--- src/rtl/exc_sequencer.sv ---
// Trap/ERTN sequencer between the MEM stage, the CSR file and the fetch PC mux.
// Commits one trap or ERTN at a time, flushes, redirects fetch, then holds fetch while CSR state settles.
module exc_sequencer #(
  parameter int unsigned HOLD_CYCLES = 2,
  parameter int unsigned CNT_W       = 32
) (
  input  logic             clk,
  input  logic             rst,
  input  logic             int_req,
  input  logic             mem_valid,
  input  logic             mem_stall,
  input  logic             mem_exc,
  input  logic [5:0]       mem_ecode,
  input  logic [8:0]       mem_esubcode,
  input  logic             mem_ertn,
  input  logic [31:0]      mem_pc,
  input  logic [31:0]      eentry,
  input  logic [31:0]      era,
  output logic             csr_exc_sig,
  output logic [5:0]       csr_ecode,
  output logic [8:0]       csr_esubcode,
  output logic [31:0]      csr_pc,
  output logic             csr_ertn,
  output logic             flush,
  output logic             redirect_valid,
  output logic [31:0]      redirect_pc,
  output logic             fetch_hold,
  output logic             busy,
  output logic [CNT_W-1:0] n_exc,
  output logic [CNT_W-1:0] n_int,
  output logic [CNT_W-1:0] n_ertn
);

  typedef enum logic [1:0] {IDLE, COMMIT, REDIRECT, HOLD} state_t;
  typedef enum logic [1:0] {SRC_INT, SRC_EXC, SRC_ERTN} src_t;

  state_t     state, state_next;
  src_t       src;
  logic [5:0] ecode;
  logic [8:0] esubcode;
  logic [31:0] pc;
  logic [31:0] target;
  logic [3:0] hold_cnt;
  logic [CNT_W-1:0] exc_cnt, int_cnt, ertn_cnt;
  logic       trigger;

  assign trigger = mem_valid & ~mem_stall & (int_req | mem_exc | mem_ertn);

  always_ff @(posedge clk or posedge rst) begin
    if (rst) state <= IDLE;
    else     state <= state_next;
  end

  always_comb begin
    state_next = state;
    case (state)
      IDLE:     if (trigger) state_next = COMMIT;
      COMMIT:   state_next = REDIRECT;
      REDIRECT: state_next = HOLD;
      HOLD:     if (hold_cnt == 4'd0) state_next = IDLE;
      default:  state_next = IDLE;
    endcase
  end

  // Capture the winning source in the trigger cycle; target is taken from the CSR outputs during COMMIT.
  always_ff @(posedge clk or posedge rst) begin
    if (rst) begin
      src      <= SRC_INT;
      ecode    <= 6'd0;
      esubcode <= 9'd0;
      pc       <= 32'd0;
      target   <= 32'd0;
      hold_cnt <= 4'd0;
      exc_cnt  <= '0;
      int_cnt  <= '0;
      ertn_cnt <= '0;
    end else begin
      if (state == IDLE && trigger) begin
        src      <= int_req ? SRC_INT : (mem_exc ? SRC_EXC : SRC_ERTN);
        ecode    <= mem_ecode;
        esubcode <= mem_esubcode;
        pc       <= mem_pc;
      end
      if (state == COMMIT) begin
        if (src == SRC_ERTN) begin
          target   <= {era[31:2], 2'b00};
          ertn_cnt <= ertn_cnt + CNT_W'(1);
        end else begin
          target <= {eentry[31:6], 6'b000000};
          if (src == SRC_INT) int_cnt <= int_cnt + CNT_W'(1);
          else                exc_cnt <= exc_cnt + CNT_W'(1);
        end
      end
      if (state == REDIRECT)
        hold_cnt <= 4'(HOLD_CYCLES - 1);
      else if (state == HOLD && hold_cnt != 4'd0)
        hold_cnt <= hold_cnt - 4'd1;
    end
  end

  always_comb begin
    csr_exc_sig    = 1'b0;
    csr_ertn       = 1'b0;
    csr_ecode      = 6'd0;
    csr_esubcode   = 9'd0;
    csr_pc         = 32'd0;
    flush          = 1'b0;
    redirect_valid = 1'b0;
    fetch_hold     = 1'b0;
    case (state)
      COMMIT: begin
        flush = 1'b1;
        if (src == SRC_ERTN) begin
          csr_ertn = 1'b1;
        end else begin
          csr_exc_sig = 1'b1;
          csr_pc      = pc;
          if (src == SRC_EXC) begin
            csr_ecode    = ecode;
            csr_esubcode = esubcode;
          end
        end
      end
      REDIRECT: begin
        flush          = 1'b1;
        redirect_valid = 1'b1;
        fetch_hold     = 1'b1;
      end
      HOLD:    fetch_hold = 1'b1;
      default: fetch_hold = 1'b0;
    endcase
  end

  assign busy        = (state != IDLE);
  assign redirect_pc = target;
  assign n_exc       = exc_cnt;
  assign n_int       = int_cnt;
  assign n_ertn      = ertn_cnt;

endmodule

--- config.mk ---
export PLATFORM = sky130hd
export DESIGN_NAME = exc_sequencer
export DESIGN_NICKNAME = d
export VERILOG_FILES = /design/src/rtl/exc_sequencer.sv
export SDC_FILE = /design/constraint.sdc
export NUM_CORES = 1
export LEC_CHECK = 0
export BUFFER_PORTS_ARGS = -buffer_cell sky130_fd_sc_hd__buf_4
export CORE_MARGIN = 2
export CORE_UTILIZATION = 45
export DETAILED_ROUTE_END_ITERATION = 16
export GPL_TIMING_DRIVEN = 0
export PLACE_DENSITY = 0.76
export SLEW_MARGIN = 20
export SYNTH_ARGS = -nofsm -noshare
export SYNTH_HDL_FRONTEND = slang
export SYNTH_SLANG_ARGS = --single-unit
--- constraint.sdc ---
create_clock -name clk -period 4.9 [get_ports clk]
set_input_delay 0 -clock clk [delete_from_list [all_inputs] [get_ports clk]]
set_output_delay 0 -clock clk [all_outputs]
set_load 0.05 [all_outputs]
==> impl_metrics.py <==
metrics = {
    "status": {
        "status": "finished, final reports clean",
    },
    "sta": {
        "fmaxAchievable_mhz": 347.5,
        "tightestPinTransition_ns": 0.7645,
        "finalCriticalPeriod_ns": 2.878,
        "hold_viol_final": 0,
        "finalWorstSetupSlack_ns": 2.022,
        "finalSetupTns_ns": 0,
        "slew_violations": 0,
        "timing.final.crit_share_pct": 58.73,
        "slew_headroom_pct": 48.64,
        "rsz0062_at_grt": "false",
        "whs_ns": 0.09224,
        "setup_viol_count_final": 0,
        "fin_worst_skew_ns": 0.01194,
    },
    "logic_synthesis": {
        "yosys_warnings": 0,
        "yosysTopAreaCellShare_pct": 54.13,
        "yosysTopAreaCell": "dfrtp_1",
        "synthCells": 767,
        "yosysMostFrequentCell": "dfrtp_1",
        "ys_seq_area_share_pct": 54.13,
        "synth_edf_count": 0,
        "synthDistinctLibCells": 47,
        "synth_flop_cell": "dfrtp_1",
        "synth_area_leaders": "dfrtp_1 54%, xnor2_1 7.1%, mux2_2 7.0%",
        "synth_seq_cells": 181,
        "avgSynthCellArea_sq_um": 10.91,
        "syn_area_sq_um": 8368,
        "async_flop_share_pct": 100.0,
        "synth.top_cells.by_count": "181 x dfrtp_1, 87 x nand2_1, 68 x xnor2_1",
    },
    "floorplanning": {
        "fp.dieW_um": 140.4,
        "boundaryPins": 299,
        "die_area_sq_um": 19700,
        "rows": 49,
        "initial_core_util_pct": 46.27,
        "core_area_sq_um": 18090,
        "dieHeight_um": 140.4,
    },
    "finish": {
        "fillers": 1252,
        "regArea_sq_um": 4529,
        "syn2layout_area_growth_pct": 51.23,
        "n_antenna_cell": 0,
        "drive_gt1_share_pct": 33.56,
        "multiInputGateArea_sq_um": 3541,
        "nets": 1315,
        "final_cell_area_sq_um": 12650,
    },
    "cts": {
        "numCtsBuffers": 17,
        "root_buffer": "clkbuf_16",
        "clkTransAtPathRegs_ns": 0.07,
        "htreeDepth": 4,
        "cts.sinks": 181,
        "clockBufferDepth": 2,
        "cts_resized": 0,
        "cts_tree": "built",
        "clk_latency_ns": 0.43,
    },
    "min_path": {
        "hp-class": "primary input to async pin",
    },
    "global_routing": {
        "grt_max_degree": 34,
        "grt_use_total_pct": 26.33,
        "grt_pass1_wl_um": 41210,
        "grt-ovfl-total": 0,
        "antenna_found_initial": 0,
        "grt_pass1_vias": 7931,
    },
    "critical_path": {
        "critPathMaxFanout": 10,
        "end_kind": "flip-flop",
        "critPathLaunchType": "flip-flop",
        "worstPathRequired_ns": 5.25,
        "r2r_setup_slack_ns": 2.02,
        "cp_data_arrival_time_ns": 3.23,
        "worstSetupPathType": "flip-flop to flip-flop",
    },
    "placed_design": {
        "place_ws_ns": 2.562,
        "hpwlAfterDp_um": 17360,
        "place.gp.congestion": 0.8460,
        "postPlaceCellArea_sq_um": 10950,
        "portBuffers": 288,
    },
    "route": {
        "drt-initial-drc-count": 330,
        "wire_per_inst_um": 18.05,
        "ant_nets": 0,
        "wl_um": 25810,
        "via_count": 7499,
        "avgViaCountPerCell": 5.244,
        "first_pass_iters": 4,
        "post-route-drc-count": 0,
    },
    "power_and_ir_drop": {
        "cellLeakagePower_nw": 6.153,
        "powerDensity_nw_per_um2": 529.0,
        "peakVddDrop_uv": 421.2,
    },
    "job": {
        "cap_violations": 0,
    },
}
[routing by layer]
layer,share of wire (%),GRT usage (%),vias to the layer above,routed length (um)
li1,-,-,3481,-
met1,40,31.10,3668,10340
met2,50,45.23,288,12820
met3,7.0,7.692,62,1800
met4,3.3,10.63,0,839
met5,0,0,-,0
[registers in the layout, indices dropped and copies added, names as in the netlist, 4 cells and up]
register     flops
ecode            6
esubcode         9
n_int           32
hold_cnt         4
n_ertn          32
pc              32
redirect_pc     30
n_exc           32
[timing repair]
action	in CTS	in global routing
buffers inserted	0	0
hold buffers	107	0
endpoints found under the hold margin	177	0
[kinds of logic (layout without fill, tap and decap cells)]
group,after synthesis,in the layout,synth area share [%]
AOI/OAI and AO/OA,38,38,2.796
xor gates and xnor gates,95,95,9.943
adders and majority gates,9,9,1.346
buffers and inverters,66,499,3.603
DFF,181,181,54.13
muxes,52,52,6.998
other,1,2,0.04481
and+or+nand+nor,325,325,21.14
[power by group]
group | total, mW | leakage, nW | switching (mW) | internal, mW
clock network | 1.47 | 0.312 | 0.642 | 0.829
logic | 3.08 | 3.51 | 1.93 | 1.14
registers | 2.15 | 2.33 | 0.265 | 1.88
[stage by stage]
step	instances	utilization, %	total power, mW
2_1_floorplan	768	-	3.991
3_3_place_gp	1285	59.85	4.814
3_5_place_dp	1291	60.55	4.879
4_1_cts	1430	69.97	6.628
5_1_grt	1430	69.97	6.985
6_report	1430	69.97	6.694
[cell usage in the layout (no fill, tap or decap), types with 5 or more instances in the layout]
cell type / synthesis / layout
o21ai_0: 6 / 6
ha_1: 9 / 9
and2_1: 23 / 23
buf_12: 0 / 5
clkbuf_16: 0 / 17
nor4_1: 9 / 9
a31oi_1: 27 / 27
mux2_2: 52 / 52
dlygate4sd3_1: 0 / 107
inv_6: 0 / 6
xor2_1: 27 / 27
dfrtp_1: 181 / 181
nand4_1: 31 / 31
and3_1: 44 / 44
nand2_1: 87 / 87
nand3_1: 34 / 34
xnor2_1: 68 / 68
clkbuf_1: 27 / 27
and4_1: 10 / 10
buf_2: 5 / 5
nor3_1: 17 / 17
inv_1: 26 / 25
buf_4: 4 / 292
nor2_1: 44 / 44
[final cells by class]
type	count	share of cell area [%]
Multi-Input combinational cell	521	27.98
Timing Repair Buffer	401	26.56
Sequential cell	181	35.79
Clock buffer	17	3.362
Tap cell	229	2.264
Buffer	40	1.612
Inverter	26	0.8009
Clock inverter	15	1.631
[worst paths after layout]
kind	startpoint	end	depth (start not counted)
setup reg to reg	state[1]	redirect_pc[28]	8
min in group clk	mem_valid	state[1]	4
hold / removal	rst	n_int[18]	3
hold reg to reg	n_exc[31]	n_exc[31]	1
setup / recovery	state[1]	redirect_pc[28]	8
max in group asynchronous	rst	pc[14]	5
[worst max-delay path, cell delays in order, from the launching register on]
cell           delay (ns)
dfrtp_1              0.41
inv_1                0.09
ha_1                 0.25
buf_4                0.22
clkbuf_1             0.44
clkbuf_1             0.46
nor2_1               0.12
a31oi_1              0.20
dlygate4sd3_1        0.61
Power figures use the tool's default switching activity.
